--- src/rtl/apb2uart_host.sv ---
// apb2uart_host: APB completer that tunnels each access to a remote uart2apb over an
// 8-O-1 UART link (write = 7-byte command, read = 3-byte command plus 4-byte reply).
module apb2uart_host #(
   parameter int CLKS_PER_BIT   = 434,
   parameter int APB_ADDR_WIDTH = 16,
   parameter int APB_DATA_WIDTH = 32,
   parameter int TIMEOUT_CYCLES = 100000
) (
   input  logic                      clk,
   input  logic                      rst,
   input  logic                      psel,
   input  logic                      penable,
   input  logic                      pwrite,
   input  logic [APB_ADDR_WIDTH-1:0] paddr,
   input  logic [APB_DATA_WIDTH-1:0] pwdata,
   output logic                      pready,
   output logic [APB_DATA_WIDTH-1:0] prdata,
   output logic                      pslverr,
   output logic                      tx,
   input  logic                      rx,
   output logic                      busy
);
   localparam int            CW       = $clog2(CLKS_PER_BIT);
   localparam logic [CW-1:0] CLK_LAST = CW'(CLKS_PER_BIT - 1);
   localparam logic [CW-1:0] CLK_MID  = CW'(CLKS_PER_BIT / 2);
   localparam logic [31:0]   TMO_LIM  = 32'(TIMEOUT_CYCLES);

   typedef enum logic [2:0] {IDLE, TX_BYTE, RX_WAIT, RX_BYTE, DONE} state_t;

   state_t        state_q, state_d;
   logic          write_q, write_d;
   logic [15:0]   addr_q, addr_d;
   logic [31:0]   wdata_q, wdata_d;
   logic [2:0]    byte_q, byte_d;
   logic [3:0]    bit_q, bit_d;
   logic [CW-1:0] clk_q, clk_d;
   logic [31:0]   tmo_q, tmo_d;
   logic [8:0]    rx_shift_q, rx_shift_d;
   logic [31:0]   rdata_q, rdata_d;
   logic          err_q, err_d;
   logic          tx_q, tx_d;
   logic [31:0]   prdata_q, prdata_d;
   logic          pslverr_q, pslverr_d;
   logic          rx_meta_q, rx_sync_q, rx_prev_q;
   logic          rx_fall;
   logic [2:0]    last_byte;

   function automatic logic [7:0] cmd_byte(input logic wr, input logic [2:0] idx,
                                           input logic [15:0] a, input logic [31:0] d);
      logic [7:0] b;
      case (idx)
         3'd0:    b = wr ? 8'hA5 : 8'h5A;
         3'd1:    b = a[7:0];
         3'd2:    b = a[15:8];
         3'd3:    b = d[7:0];
         3'd4:    b = d[15:8];
         3'd5:    b = d[23:16];
         default: b = d[31:24];
      endcase
      return b;
   endfunction

   // Bit n of an 11-bit frame: start, d0..d7, odd parity, stop.
   function automatic logic frame_bit(input logic [7:0] b, input logic [3:0] n);
      logic v;
      if (n == 4'd0)       v = 1'b0;
      else if (n <= 4'd8)  v = b[3'(n - 4'd1)];
      else if (n == 4'd9)  v = ~^b;
      else                 v = 1'b1;
      return v;
   endfunction

   assign rx_fall   = rx_prev_q & ~rx_sync_q;
   assign last_byte = write_q ? 3'd6 : 3'd2;

   always_comb begin
      state_d    = state_q;
      write_d    = write_q;
      addr_d     = addr_q;
      wdata_d    = wdata_q;
      byte_d     = byte_q;
      bit_d      = bit_q;
      clk_d      = clk_q;
      tmo_d      = tmo_q;
      rx_shift_d = rx_shift_q;
      rdata_d    = rdata_q;
      err_d      = err_q;
      tx_d       = 1'b1;
      prdata_d   = '0;
      pslverr_d  = 1'b0;
      case (state_q)
         IDLE: begin
            if (psel && !penable) begin
               state_d = TX_BYTE;
               write_d = pwrite;
               addr_d  = paddr[15:0];
               wdata_d = pwdata[31:0];
               byte_d  = '0;
               bit_d   = '0;
               clk_d   = '0;
               tmo_d   = '0;
               err_d   = 1'b0;
               rdata_d = '0;
            end
         end
         TX_BYTE: begin
            clk_d = clk_q + 1'b1;
            if (clk_q == CLK_LAST) begin
               clk_d = '0;
               bit_d = bit_q + 4'd1;
               if (bit_q == 4'd10) begin
                  bit_d  = '0;
                  byte_d = byte_q + 3'd1;
                  if (byte_q == last_byte) begin
                     byte_d  = '0;
                     tmo_d   = '0;
                     state_d = write_q ? DONE : RX_WAIT;
                  end
               end
            end
         end
         RX_WAIT: begin
            tmo_d = tmo_q + 32'd1;
            if (tmo_d == TMO_LIM) begin
               state_d = DONE;
               err_d   = 1'b1;
            end else if (rx_fall) begin
               state_d = RX_BYTE;
               clk_d   = '0;
               bit_d   = '0;
            end
         end
         RX_BYTE: begin
            clk_d = clk_q + 1'b1;
            if (clk_q == CLK_LAST) begin
               clk_d = '0;
               bit_d = bit_q + 4'd1;
            end
            if (clk_q == CLK_MID) begin
               if (bit_q == 4'd0) begin
                  // Start bit high again: the edge was a glitch, timeout keeps running.
                  if (rx_sync_q) begin
                     state_d = RX_WAIT;
                     clk_d   = '0;
                  end
               end else if (bit_q <= 4'd9) begin
                  rx_shift_d = {rx_sync_q, rx_shift_q[8:1]};
               end else begin
                  rdata_d = rdata_q | ({24'd0, rx_shift_q[7:0]} << {byte_q[1:0], 3'b000});
                  if (!(^rx_shift_q) || !rx_sync_q) err_d = 1'b1;
                  clk_d = '0;
                  bit_d = '0;
                  if (byte_q == 3'd3) begin
                     state_d = DONE;
                  end else begin
                     byte_d  = byte_q + 3'd1;
                     tmo_d   = '0;
                     state_d = RX_WAIT;
                  end
               end
            end
         end
         DONE: begin
            if (psel && penable) state_d = IDLE;
         end
         default: state_d = IDLE;
      endcase

      if (state_d == TX_BYTE) tx_d = frame_bit(cmd_byte(write_d, byte_d, addr_d, wdata_d), bit_d);
      if (state_d == DONE) begin
         pslverr_d = err_d;
         prdata_d  = (write_d || err_d) ? 32'd0 : rdata_d;
      end
   end

   always_ff @(posedge clk) begin
      if (rst) begin
         state_q    <= IDLE;
         write_q    <= 1'b0;
         addr_q     <= '0;
         wdata_q    <= '0;
         byte_q     <= '0;
         bit_q      <= '0;
         clk_q      <= '0;
         tmo_q      <= '0;
         rx_shift_q <= '0;
         rdata_q    <= '0;
         err_q      <= 1'b0;
         tx_q       <= 1'b1;
         prdata_q   <= '0;
         pslverr_q  <= 1'b0;
         rx_meta_q  <= 1'b1;
         rx_sync_q  <= 1'b1;
         rx_prev_q  <= 1'b1;
      end else begin
         state_q    <= state_d;
         write_q    <= write_d;
         addr_q     <= addr_d;
         wdata_q    <= wdata_d;
         byte_q     <= byte_d;
         bit_q      <= bit_d;
         clk_q      <= clk_d;
         tmo_q      <= tmo_d;
         rx_shift_q <= rx_shift_d;
         rdata_q    <= rdata_d;
         err_q      <= err_d;
         tx_q       <= tx_d;
         prdata_q   <= prdata_d;
         pslverr_q  <= pslverr_d;
         rx_meta_q  <= rx;
         rx_sync_q  <= rx_meta_q;
         rx_prev_q  <= rx_sync_q;
      end
   end

   // APB handshake: an access completes in the cycle where psel, penable and pready are all
   // high; pready is only raised in DONE and only while the master is in its access phase.
   assign pready  = (state_q == DONE) && psel && penable;
   assign prdata  = prdata_q;
   assign pslverr = pslverr_q;
   assign tx      = tx_q;
   assign busy    = (state_q != IDLE);

endmodule

--- config.mk ---
export PLATFORM = sky130hd
export DESIGN_NAME = apb2uart_host
export DESIGN_NICKNAME = d
export VERILOG_FILES = /design/src/rtl/apb2uart_host.sv
export SDC_FILE = /design/constraint.sdc
export NUM_CORES = 1
export LEC_CHECK = 0
export BUFFER_PORTS_ARGS = -buffer_cell sky130_fd_sc_hd__buf_2
export CORE_ASPECT_RATIO = 1.25
export CORE_UTILIZATION = 54
export CTS_CLUSTER_SIZE = 12
export DETAILED_ROUTE_END_ITERATION = 10
export HOLD_SLACK_MARGIN = 0.06
export PLACE_DENSITY_LB_ADDON = 0.15
export SETUP_SLACK_MARGIN = 0.1
export SYNTH_ARGS = -nofsm -noshare
export SYNTH_HDL_FRONTEND = slang
export SYNTH_SLANG_ARGS = --single-unit
--- constraint.sdc ---
create_clock -name clk -period 4.1 [get_ports clk]
set_input_delay 0.41 -clock clk [delete_from_list [all_inputs] [get_ports clk]]
set_output_delay 0.41 -clock clk [all_outputs]
set_load 0.005 [all_outputs]
Word level (Yosys, flattened, before mapping)
Cells that the tools add are included.

Register bits after elaboration: 179. Logic and storage cells: 161.

Add/sub/neg operators: 5. $lt $le $gt $ge: 3. Eq/ne operators: 28. Shifts and indexed selects: 1. Multiplexer cells: 78. Bitwise logic cells: 6. Reduce and logical (&&, ||, !) cells: 23.

Operator list (count): two-way mux 32 bit (14); case mux 32 bit (4 select lines) (1); two-way mux 9 bit (8); two-way mux 3 bit (22); case mux 32 bit (2 select lines) (1); case mux 8 bit (6 select lines) (1); two-way mux 4 bit (9); case mux 9 bit (4 select lines) (1); adder 32 x 1 -> 32 bit (second input constant) (1); == test 32 x 17 -> 1 bit (second input constant) (1); two-way mux 16 bit (2); bitwise OR 32 bit (1); left shift 8 x 5 -> 32 bit (1); != test 2 bit (second input constant) (10); two-way mux 8 bit (2); case mux 4 bit (4 select lines) (1); == test 3 x 2 -> 1 bit (second input constant) (5); case mux 3 bit (5 select lines) (1); == test 3 bit (second input constant) (4); two-way mux 1 bit (12); adder 9 x 1 -> 9 bit (second input constant) (1); == test 3 x 1 -> 1 bit (second input constant) (3); == test 9 x 8 -> 1 bit (second input constant) (1); == test 9 bit (second input constant) (1); other kinds (25) (40).

Longest topological paths before layout
Gate-level depths: netlist of run 1.

Depth after elaboration: 13. Depth in mapped cells: 21.

Worst setup path after synthesis of run 1
OpenSTA, ideal clock, no wires.

Kind: flip-flop to flip-flop. Start: register tmo_q[0]. End: register tx_q, in the netlist tx. Library setup time: 78 ps. Data arrival time: 4175 ps. Data required time: 4022 ps. Slack: -152 ps. Stages on the path, launching flop included: 22. Buffers on the path: 2. Cells stage by stage: dfxtp_1 ha_1 nand3_1 or3_1 clkbuf_2 or4_4 a211oi_2 nand4_2 nor4_4 nor2b_1 clkbuf_1 o21ai_0 a32oi_1 ha_1 nor2b_1 a21boi_0 nor2_1 nand2_1 nor3b_2 a31oi_1 a2bb2oi_2 nor3_1.

Longest elaborated chain between the ends: 9.

Ends and longest elaborated chain: from (decl) (RTL line 37) `logic [31:0] tmo_q, tmo_d;`; from (signal assigned) (RTL line 203) `tmo_q <= tmo_d;`; adder 32 x 1 -> 32 bit * (RTL line 123) `tmo_d = tmo_q + 32'd1;`; == test 32 x 17 -> 1 bit * (RTL line 124) `if (tmo_d == TMO_LIM) begin`; two-way mux 4 bit (RTL line 124); case mux 4 bit (4 select lines) (RTL line 91) `case (state_q)`; subtractor 3 x 1 -> 3 bit (RTL line 67) `else if (n <= 4'd8) v = b[3'(n - 4'd1)];`; binary-select mux 1 bit (select 3 bit) (RTL line 67); two-way mux 1 bit (implied by the code) (RTL line 67); two-way mux 1 bit (RTL line 67); two-way mux 1 bit (RTL line 66) `if (n == 4'd0) v = 1'b0;`; to (signal assigned) (RTL line 207) `tx_q <= tx_d;`; to (decl) (RTL line 41) `logic tx_q, tx_d;`.

Mark *: on every way between the ends. The rest lies on a longest branch, timed or not. The select of a mux whose other input is x is not followed. A chain may end at the register's enable or synchronous reset.

Final worst setup path of run 1
Start: register tmo_q[14]. End: register tx_q, in the netlist tx.

The elaborated chain is that of the path after synthesis.

==> results of run 1 <==
## cell type report
class,count,area share [%]
clock buffers,17,4.15
clock inverters,15,1.94
inverters,14,0.512
multi-input cells,804,48.4
flip-flops and latches,179,35.1
well taps,212,2.59
repair buffers,130,7.37
## how the worst max path moves through the flow
stage / slack [ns] / cells past startpoint / endpoint / start
floorplan: 0.12 / 21 / tx / tmo_q[5]
CTS: 0.12 / 15 / tx / bit_q[0]
detailed placement: 0.12 / 14 / tx / bit_q[0]
global route: 0.06 / 14 / tx / bit_q[1]
global placement: 0.27 / 14 / tx / clk_q[1]
finish: 0.29 / 19 / tx / tmo_q[14]
## synth_stat cells (all sizes together), types with 6 or more instances
| master | instances | share of area [%] |
|---|---|---|
| a21oi | 97 | 5.5 |
| nor4 | 12 | 1.0 |
| nand3 | 30 | 1.7 |
| a211oi | 12 | 1.1 |
| nand4b | 8 | 0.97 |
| or2 | 9 | 0.64 |
| o21ai | 40 | 2.3 |
| nor2 | 156 | 6.7 |
| a22oi | 23 | 2.0 |
| and3 | 12 | 0.85 |
| xor2 | 10 | 1.0 |
| xnor2 | 16 | 1.6 |
| and2 | 6 | 0.43 |
| ha | 15 | 2.1 |
| nand2 | 129 | 5.5 |
| a21boi | 7 | 0.60 |
| nor2b | 7 | 0.50 |
| a31oi | 10 | 0.71 |
| nand4 | 20 | 1.7 |
| or3 | 6 | 0.43 |
| inv | 14 | 0.60 |
| dfxtp | 179 | 41 |
| a311oi | 10 | 1.0 |
| mux2i | 45 | 5.1 |
| buf | 13 | 0.77 |
| clkbuf | 63 | 2.7 |
| nand3b | 9 | 0.77 |
| and4 | 8 | 0.80 |
| nand2b | 7 | 0.50 |
| nor3 | 23 | 1.4 |
## power breakdown
part	leakage (nW)	internal, W	switching (W)
clock	0.299	0.000836	0.000822
sequential	1.45	0.00177	0.0000175
combinational	2.14	0.000102	0.000158
## per-layer routing
| metal | share of wire, % | up-vias | wire length (um) | track usage (%) |
|---|---|---|---|---|
| li1 | - | 3976 | - | - |
| met4 | 1.8 | 0 | 391 | 8.84 |
| met3 | 5.7 | 31 | 1260 | 5.50 |
| met1 | 46 | 3851 | 10200 | 37.0 |
| met5 | 0 | - | 0 | 0 |
| met2 | 47 | 271 | 10500 | 43.4 |
## metrics by stage
| step | instances | cell area [um^2] | setup WS, ns |
|---|---|---|---|
| final | 1371 | 10300 | 0.294 |
| after global routing | 1371 | 10300 | 0.0619 |
| after CTS | 1363 | 10100 | 0.118 |
| after detailed placement | 1331 | 9480 | 0.118 |
| after global placement | 1331 | 9480 | 0.273 |
| after floorplan | 1073 | 8840 | 0.119 |
## cells by family (layout without fill, tap and decap cells)
group / count (synthesis) / count (layout) / synth area share (%)
AO/OA/AOI/OAI: 252 / 252 / 18.7
XOR/XNOR: 27 / 27 / 2.84
adder cells (fa/ha/maj): 15 / 15 / 2.13
buffers and inverters: 90 / 176 / 4.07
flip-flops: 179 / 179 / 40.7
multiplexers: 50 / 50 / 5.80
AND/OR/NAND/NOR: 460 / 460 / 25.8
## what timing repair did
action	CTS	global route
buffers inserted	0	8
pin swaps	0	5
resized for setup	1	24
endpoints found under the setup margin	1	1
hold buffers	0	0
## state kept, by name, indices dropped and copies added, names as in the netlist
| name | flops |
|---|---|
| tmo_q | 32 |
| rx_shift_q | 9 |
| bit_q | 4 |
| addr_q | 16 |
| rx_sync_q | 1 |
| prdata | 32 |
| byte_q | 3 |
| tx | 1 |
| wdata_q | 32 |
| clk_q | 9 |
| rx_prev_q | 1 |
| state_q | 3 |
| write_q | 1 |
| pslverr | 1 |
| rdata_q | 32 |
| err_q | 1 |
| rx_meta_q | 1 |
## worst max-delay path: stages, from the launching register on
cell and delay (ns):
dfxtp_1 0.45, and4_1 0.29, nand4_1 0.21, buf_4 0.22, or4_1 0.51, nand3_1 0.11, nand4b_1 0.19, nor4_4 0.08
nor2b_2 0.14, o21ai_0 0.09, a32oi_1 0.23, ha_2 0.26, nor2b_2 0.05, a21boi_2 0.14, nor2_1 0.11, nand2_1 0.11
nor3b_2 0.19, a31oi_1 0.07, a2bb2oi_2 0.15, nor3_1 0.06
==> metrics.md, run 1 <==
| Metric | Value |
|---|---|
| Run status | `finished clean` |
| Clk sink count | `179` |
| Total power | `0.00370 W` |
| Setup crit end kind | `register` |
| Fillcell total | `1371` |
| Num ports | `90` |
| Routed Antenna Nets | `0` |
| Max Cap Violations | `0` |
| Fin Setup TNS | `0 ns` |
| Placer Congestion | `0.936` |
| Hold crit path type | `in2reg` |
| Clock Path Buffers | `2` |
| Yosys warns | `0` |
| Die X | `roughly 120 um` |
| Syn avg cell area | `8.20 um^2` |
| RSZ-0062 raised after global routing | `false` |
| Final hold vios | `0` |
| Post-DP HPWL | `15200 um` |
| Min-delay src | `rx` |
| Worst slack on hold paths | `~0.16 ns` |
| Register area | `3600 um^2` |
| WL final | `22300 um` |
| Most common cell after layout, fill and taps aside | `dfxtp_1` |
| Pins Over Slew Limit | `0` |
| Worst Path Max Fanout | `8` |
| Die area | `16800 um^2` |
| Clk slew on worst S/H paths | `0.07 ns` |
| Largest net degree at the start of global routing | `77` |
| Crit path required time | `4.41 ns` |
| CTS tree | `yes` |
| Tcrit/Tclk final | `92.8%` |
| 1st-iter DRT viols | `700` |
| Syn nets | `1142` |
| Latest clock arrival within the worst-skew pair | `around 0.44 ns` |
| Sequential area share after synthesis | `40.7%` |
| Synthesized cell area | `between 8000 and 9000 um^2` |
| Cells after Synth | `1073` |
| Area Growth Syn to Fin | `16.6%` |
| Via Count | `8129` |
| FF-to-FF End | `tx` |
| CP Launch Type | `register` |
| Starting Density | `55.8%` |
| I/O Buffers | `89` |
| Post-synth EDFFs | `0` |
| RR Startpoint | `tmo_q[14]` |
| TritonCTS Buffers | `17` |
| Min Tclk post-route | `roughly 3.8 ns` |
| Grt ovf | `0` |
| GRT Total Usage | `27.3%` |
| Multi-input gate area | `around 5000 um^2` |
| Floorplan row count | `51` |
| Worst vdd ir | `0.000328 V` |
| Yosys reg bits | `179` |
| Most frequent cells in the layout | `dfxtp_1 (172), nor2_1 (153), nand2_1 (126)` |
| Post-synth ARST share | `0%` |
| WL per Instance | `around 16 um` |
| Rel. slew slack | `44.2%` |
| Diode count | `0` |
| Power Dens Cells | `361 nW/um^2` |
| CTS H-Tree Depth | `4` |
| Synth cell types | `86` |
| Vias in the first global route | `7371` |
| Drt drc | `0` |
| Final setup skew | `0.0131 ns` |
| CP arrival | `approximately 4 ns` |
| Ys flop type | `dfxtp_1` |
| Lkg Pwr | `3.90 nW` |
| Vias per cell | `around 5.9` |
| Layout cells sized above 1 | `19.2%` |
| Setup CP Type | `reg2reg` |
| DIE HEIGHT | `145 um` |
| R2r worst-path depth | `19` |
| Worst Hold End | `rx_meta_q` |
| Fmax | `around 0.26 GHz` |
| CTS root buffer | `clkbuf_16` |
| Final nets | `1215` |
| First drt pass iteration count | `5` |
| Setup Viol. Count Final | `0` |
| Reg2Reg Setup Slack | `around 0.29 ns` |
| First-pass GRT wire length | `36400 um` |
| Worst slew pin tran | `0.838 ns` |
| Initial antenna violation count | `0` |
| Hold depth | `2` |
| Fin util | `65.1%` |
| Core area | `15800 um^2` |
Note: power is estimated with default switching activity, not from simulation.
==> inputs of run 2 (changes only) <==
--- a/config.mk
+++ b/config.mk
@@ -10,9 +10,10 @@
 export CORE_UTILIZATION = 54
 export CTS_CLUSTER_SIZE = 12
 export DETAILED_ROUTE_END_ITERATION = 10
+export GPL_TIMING_DRIVEN = 0
 export HOLD_SLACK_MARGIN = 0.06
 export PLACE_DENSITY_LB_ADDON = 0.15
-export SETUP_SLACK_MARGIN = 0.1
+export SETUP_SLACK_MARGIN = 0.2
 export SYNTH_ARGS = -nofsm -noshare
 export SYNTH_HDL_FRONTEND = slang
 export SYNTH_SLANG_ARGS = --single-unit
==> metrics.md, run 2 (synthesis gave the netlist of run 1 again) <==
| Metric | Value |
|---|---|
| Run status | `finished clean` |
| Clk sink count | `179 (unchanged)` |
| CTS tree | `yes` |
| RSZ-0062 raised after global routing | `true` |
| Fillcell total | `1335 (-2.6%)` |
| Core area | `15800 um^2 (unchanged)` |
| Total power | `0.00375 W (+1.3%)` |
| CP arrival | `4.35 ns (+0.23 ns)` |
| Register area | `3610 um^2 (+0.31%)` |
| RR Startpoint | `bit_q[0]` |
| GRT Total Usage | `30.0% (+2.7 points)` |
| Dpl cells | `1374 (+3.2%)` |
| Post-DP HPWL | `17200 um (+13%)` |
| Setup Viol. Count Final | `0 (unchanged)` |
| Die X | `116 um (unchanged)` |
| CTS Hold Buffers Added | `0 (unchanged)` |
| DR top layer | `met4` |
| Clock Path Buffers | `2 (unchanged)` |
| Final nets | `1278 (+5.2%)` |
| Worst setup endpoint | `tx` |
| Final cell count without fillers | `1434 (+4.6%)` |
| Place WS | `-0.596 ns (-0.714 ns)` |
| FF-to-FF End | `tx` |
| Die area | `16800 um^2 (unchanged)` |
| Final hold vios | `0 (unchanged)` |
| Drt drc | `0 (unchanged)` |
| R2r worst-path depth | `16 (-3)` |
| CP Launch Type | `register` |
| Most frequent cells in the layout | `dfxtp_1 (165), nor2_1 (151), nand2_1 (126)` |
| Fin Setup TNS | `0 ns (unchanged)` |
| Max incr delay on CP | `0.43 ns (-0.08 ns)` |
| Critical path, cell by cell | `inv_1 > ha_1 > o21ba_2 > nor4_2 > a22o_1 > buf_4 > o22a_1 > buf_4 > mux2i_1 > o21ai_0 > a32o_1 > o31a_1 > xnor2_1 > xnor3_1 > and4_1 > nor3_2` |
| Setup CP Type | `reg2reg` |
| Final Cell Area | `10700 um^2 (+4.6%)` |
| Fmax | `0.251 GHz (-4.7%)` |
| Rel. slew slack | `9.97% (-34 points)` |
| Pins Over Slew Limit | `0 (unchanged)` |
| CTS H-Tree Depth | `4 (unchanged)` |
| Worst slew pin tran | `1.34 ns (+0.500 ns)` |
| Largest net degree at the start of global routing | `22 (-71%)` |
| Worst vdd ir | `0.000280 V (-15%)` |
| Max Cap Violations | `0 (unchanged)` |
| First drt pass iteration count | `6 (+1)` |
| Vias per cell | `5.95 (+0.35%)` |
| Grt ovf | `0 (unchanged)` |
| Initial antenna violation count | `0 (unchanged)` |
| WL final | `25100 um (+12%)` |
| Layout cells sized above 1 | `21.4% (+2.1 points)` |
| Num ports | `90 (unchanged)` |
| First-pass GRT wire length | `38900 um (+7.0%)` |
| Met2 WL | `12000 um (+14%)` |
| Hold crit path type | `in2reg` |
| Lkg Pwr | `4.09 nW (+5.0%)` |
| Met1 WL | `10800 um (+6.2%)` |
| Final setup skew | `0.0140 ns (+0.000990 ns)` |
| Placer Congestion | `0.925 (-1.2%)` |
| Multi-input gate area | `5150 um^2 (+3.9%)` |
| Area Growth Syn to Fin | `22.0%` |
| Crit path required time | `4.46 ns (+0.05 ns)` |
| Setup slack after layout | `0.109 ns (-0.186 ns)` |
| Min Tclk post-route | `3.99 ns (+0.186 ns)` |
| Routed Antenna Nets | `0 (unchanged)` |
| I/O Buffers | `89 (unchanged)` |
| Met3 wire length | `1530 um (+22%)` |
| Setup crit end kind | `register` |
| CP startpoint | `bit_q[0]` |
| Most common cell after layout, fill and taps aside | `dfxtp_1` |
| Via Count | `8532 (+5.0%)` |
| Diode count | `0 (unchanged)` |
| DIE HEIGHT | `145 um (unchanged)` |
| Reg2Reg Setup Slack | `0.11 ns (-0.19 ns)` |
| Post-Place Cell Area | `9580 um^2 (+1.1%)` |
| Power Dens Cells | `350 nW/um^2 (-3.1%)` |
| Worst path slowest cell | `dfxtp_2` |
| WL per Instance | `17.5 um (+7.5%)` |
| Worst Path Max Fanout | `10 (+2)` |
| Starting Density | `55.8% (unchanged)` |
| Clk slew on worst S/H paths | `0.08 ns (about the same)` |
| Tcrit/Tclk final | `97.4% (+4.5 points)` |
| CTS root buffer | `clkbuf_16` |
| Floorplan row count | `51 (unchanged)` |
| TritonCTS Buffers | `17 (unchanged)` |
| Vias in the first global route | `7655 (+3.9%)` |
| CP dominant cell by count | `buf_4` |
| Latest clock arrival within the worst-skew pair | `0.45 ns (about the same)` |
| 1st-iter DRT viols | `816 (+17%)` |
[run 2: cell types whose count changed in the layout (fill, tap and decap cells not counted), sizes merged]
cell,change
clkbuf,+59
buf,+4
inv,-3
clkinv,+2
clkinvlp,+1
[run 2: power breakdown]
group	internal [W]	total, W	leakage [nW]	switching [W]
Sequential	0.00177	0.00178	1.46	0.0000181
Combinational	0.000113	0.000290	2.34	0.000177
Clock	0.000837	0.00168	0.298	0.000841
Total	0.00272	0.00375	4.09	0.00104
[run 2: final cells by class]
cell class / count / share of cell area, %
plain buffers: 76 / 3.32
repair buffers: 117 / 6.18
clock inverters: 15 / 1.94
inverters: 14 / 0.490
clock buffers: 17 / 3.96
well taps: 212 / 2.47
flip-flops and latches: 179 / 33.6
multi-input cells: 804 / 48.0
[run 2: metrics by stage]
stage / hold WS, ns / util, %
floorplan: 0.389 / -
global placement: 0.400 / 60.8
detailed placement: 0.404 / 60.8
CTS: 0.136 / 66.3
global route: 0.143 / 68.1
finish: 0.141 / 68.1
[run 2: worst min path at each step]
stage,startpoint,to,cells after the start
global route,rx,rx_meta_q,2
CTS,rx,rx_meta_q,2
finish,rx,rx_meta_q,2
detailed placement,rx_meta_q,rx_sync_q,1
floorplan,rx_meta_q,rx_sync_q,1
global placement,rx_meta_q,rx_sync_q,1
[run 2: critical path: cells and delay by family, from the launching register on]
family / cells / cell delay (ns)
compound gates: 6 / 1.38
simple gates: 3 / 0.72
fa+ha+maj: 1 / 0.23
flops: 1 / 0.43
xor+xnor: 2 / 0.43
mux: 1 / 0.19
buf+inv: 3 / 0.54
[run 2: layer usage]
layer / vias to the layer above / global-route usage, %
met1: 3996 / 39.0
met3: 65 / 4.46
met5: - / 0
li1: 4106 / -
met2: 365 / 49.4
met4: 0 / 12.9
[run 2: repair_timing]
action	4_1_cts	5_1_grt
buffers inserted	20	8
resized for setup	23	66
pin swaps	11	19
hold endpoints to repair	0	0
setup endpoints to repair	1	1
==> inputs of run 3 (changes only) <==
--- a/config.mk
+++ b/config.mk
@@ -12,7 +12,7 @@
 export DETAILED_ROUTE_END_ITERATION = 10
 export GPL_TIMING_DRIVEN = 0
 export HOLD_SLACK_MARGIN = 0.06
-export PLACE_DENSITY_LB_ADDON = 0.15
+export PLACE_DENSITY = 0.76
 export SETUP_SLACK_MARGIN = 0.2
 export SYNTH_ARGS = -nofsm -noshare
 export SYNTH_HDL_FRONTEND = slang
==> metrics.md, run 3 (synthesis gave the netlist of run 1 again) <==
| Metric | Value |
|---|---|
| Grt ovf | `0 (unchanged)` |
| Routed Antenna Nets | `0 (unchanged)` |
| Reg2Reg Setup Slack | `0.07 ns (-0.04 ns)` |
| Vias per cell | `6.04 (+1.5%)` |
| Most common cell after layout, fill and taps aside | `dfxtp_1` |
| CTS tree | `yes` |
| Most frequent cells in the layout | `dfxtp_1 (168), nor2_1 (153), nand2_1 (127)` |
| Rel. slew slack | `34.5% (+25 points)` |
| Layout cells sized above 1 | `19.7% (-1.6 points)` |
| Fillcell total | `1322 (-0.97%)` |
| Post-Place Cell Area | `9580 um^2 (unchanged)` |
| Worst Hold End | `rx_meta_q` |
| Setup crit end kind | `register` |
| Clock Path Buffers | `2 (unchanged)` |
| First-pass GRT wire length | `40000 um (+2.6%)` |
| Crit path required time | `4.45 ns (about the same)` |
| Hold depth | `2 (unchanged)` |
| Worst vdd ir | `0.000347 V (+24%)` |
| CP top delay family | `compound AO/OA/AOI/OAI gates` |
| GRT Total Usage | `30.7% (+0.71 points)` |
| Via Count | `8627 (+1.1%)` |
| Fmax | `0.248 GHz (-0.90%)` |
| Pins Over Slew Limit | `0 (unchanged)` |
| Latest clock arrival within the worst-skew pair | `0.44 ns (about the same)` |
| CTS H-Tree Depth | `4 (unchanged)` |
| Fin util | `67.2% (-0.94 points)` |
| Critical path, cell by cell | `inv_1 > ha_1 > nand3b_1 > o31a_1 > or2_4 > o21ai_4 > nand2_1 > clkbuf_2 > a2111o_1 > a32oi_2 > xnor2_1 > xnor3_1 > and4_1 > nor3_2` |
| FF-to-FF End | `tx` |
| Largest net degree at the start of global routing | `21 (-4.5%)` |
| Tcrit/Tclk final | `98.2% (+0.88 points)` |
| Power Dens Cells | `352 nW/um^2 (+0.68%)` |
| 1st-iter DRT viols | `769 (-5.8%)` |
| RR Startpoint | `bit_q[0]` |
| Die area | `16800 um^2 (unchanged)` |
| Register area | `3600 um^2 (-0.17%)` |
| Crit path buffers/inverters | `2 (-1)` |
| Setup Viol. Count Final | `0 (unchanged)` |
| Final nets | `1273 (-0.39%)` |
| Min-delay src | `rx` |
| I/O Buffers | `89 (unchanged)` |
| CTS root buffer | `clkbuf_16` |
| Dpl cells | `1374 (unchanged)` |
| Vias in the first global route | `8117 (+6.0%)` |
| Drt drc | `0 (unchanged)` |
| Multi-input gate area | `5070 um^2 (-1.6%)` |
| Worst path slowest cell | `xnor3_1` |
| Num ports | `90 (unchanged)` |
| WL final | `24700 um (-1.4%)` |
| Max Cap Violations | `0 (unchanged)` |
| CP Launch Type | `register` |
| Starting Density | `55.8% (unchanged)` |
| Floorplan row count | `51 (unchanged)` |
| Worst slew pin tran | `0.974 ns (-0.364 ns)` |
| Max incr delay on CP | `0.43 ns (about the same)` |
| TritonCTS Buffers | `17 (unchanged)` |
| Area Growth Syn to Fin | `20.3%` |
| Final Cell Area | `10600 um^2 (-1.4%)` |
| Initial antenna violation count | `0 (unchanged)` |
| Placer Congestion | `0.919 (-0.62%)` |
| CP arrival | `4.37 ns (+0.02 ns)` |
| Core area | `15800 um^2 (unchanged)` |
| Worst Path Max Fanout | `10 (unchanged)` |
| Lkg Pwr | `4.01 nW (-2.0%)` |
| Post-DP HPWL | `17300 um (+0.28%)` |
| Die X | `116 um (unchanged)` |
| Run status | `finished clean` |
| DIE HEIGHT | `145 um (unchanged)` |
| Min Tclk post-route | `4.03 ns (+0.0362 ns)` |
| WL per Instance | `17.3 um (-1.1%)` |
| Setup CP Type | `reg2reg` |
| RSZ-0062 raised after global routing | `true` |
| First drt pass iteration count | `6 (unchanged)` |
| Clk sink count | `179 (unchanged)` |
| Clk slew on worst S/H paths | `0.07 ns (about the same)` |
| Diode count | `0 (unchanged)` |
| Final hold vios | `0 (unchanged)` |
| Worst slack on hold paths | `0.182 ns (+0.0410 ns)` |
| Hold crit path type | `in2reg` |
| Final setup skew | `0.0102 ns (-0.00382 ns)` |
| Fin Setup TNS | `0 ns (unchanged)` |
| R2r worst-path depth | `14 (-2)` |
| Final cell count without fillers | `1429 (-0.35%)` |
==> run 3: cell types whose count changed in the layout (fill, tap and decap cells not counted), moves of 3 or more <==
cell,before,now
clkinv_8,9,5
nor2_2,4,1
buf_4,32,27
a211oi_2,3,0
dfxtp_1,165,168
inv_8,1,5
==> run 3: worst max path at each step <==
| stage | slack, ns | cells after the start | to | from |
|---|---|---|---|---|
| floorplan | 0.18 | 21 | tx | tmo_q[1] |
| global placement | -0.57 | 19 | tx | tmo_q[11] |
| detailed placement | -0.58 | 19 | tx | tmo_q[11] |
| CTS | 0.12 | 21 | tx | tmo_q[0] |
| global route | -0.12 | 21 | tx | tmo_q[0] |
| finish | 0.07 | 14 | tx | bit_q[0] |
==> run 3: repair_timing <==
item	CTS	global route
gates resized for setup	32	27
endpoints found under the setup margin	1	2
pin swaps	14	8
hold buffers	0	0
buffers inserted	23	0
==> run 3: cell type report <==
| cell class | count | area share [%] |
|---|---|---|
| Tap cell | 212 | 2.51 |
| Multi-Input combinational cell | 804 | 47.9 |
| Clock buffer | 18 | 4.15 |
| Buffer | 76 | 3.39 |
| Inverter | 14 | 0.497 |
| Timing Repair Buffer | 112 | 5.84 |
| Sequential cell | 179 | 34.0 |
| Clock inverter | 14 | 1.67 |
==> run 3: report_power, final <==
part           internal (W)  leakage, nW  total (W)  switching [W]
combinational      0.000111         2.26   0.000288       0.000177
clock              0.000848        0.302    0.00165       0.000806
sequential          0.00177         1.45    0.00178      0.0000168
==> run 3: per-layer routing <==
layer  vias up  wire length [um]  share of wire, %  global-route usage, %
met1      4064              9910                40                   36.8
met4         0               946               3.8                   16.2
met2       383             12100                49                   51.7
met5         -                 0                 0                      0
met3        74              1760               7.1                   6.16
li1       4106                 -                 -                      -
==> run 3: per-stage QoR <==
stage / setup slack [ns] / power (W)
floorplan: 0.175 / 0.00200
global placement: -0.568 / 0.00209
detailed placement: -0.580 / 0.00209
CTS: 0.118 / 0.00373
global route: -0.118 / 0.00383
finish: 0.0724 / 0.00372
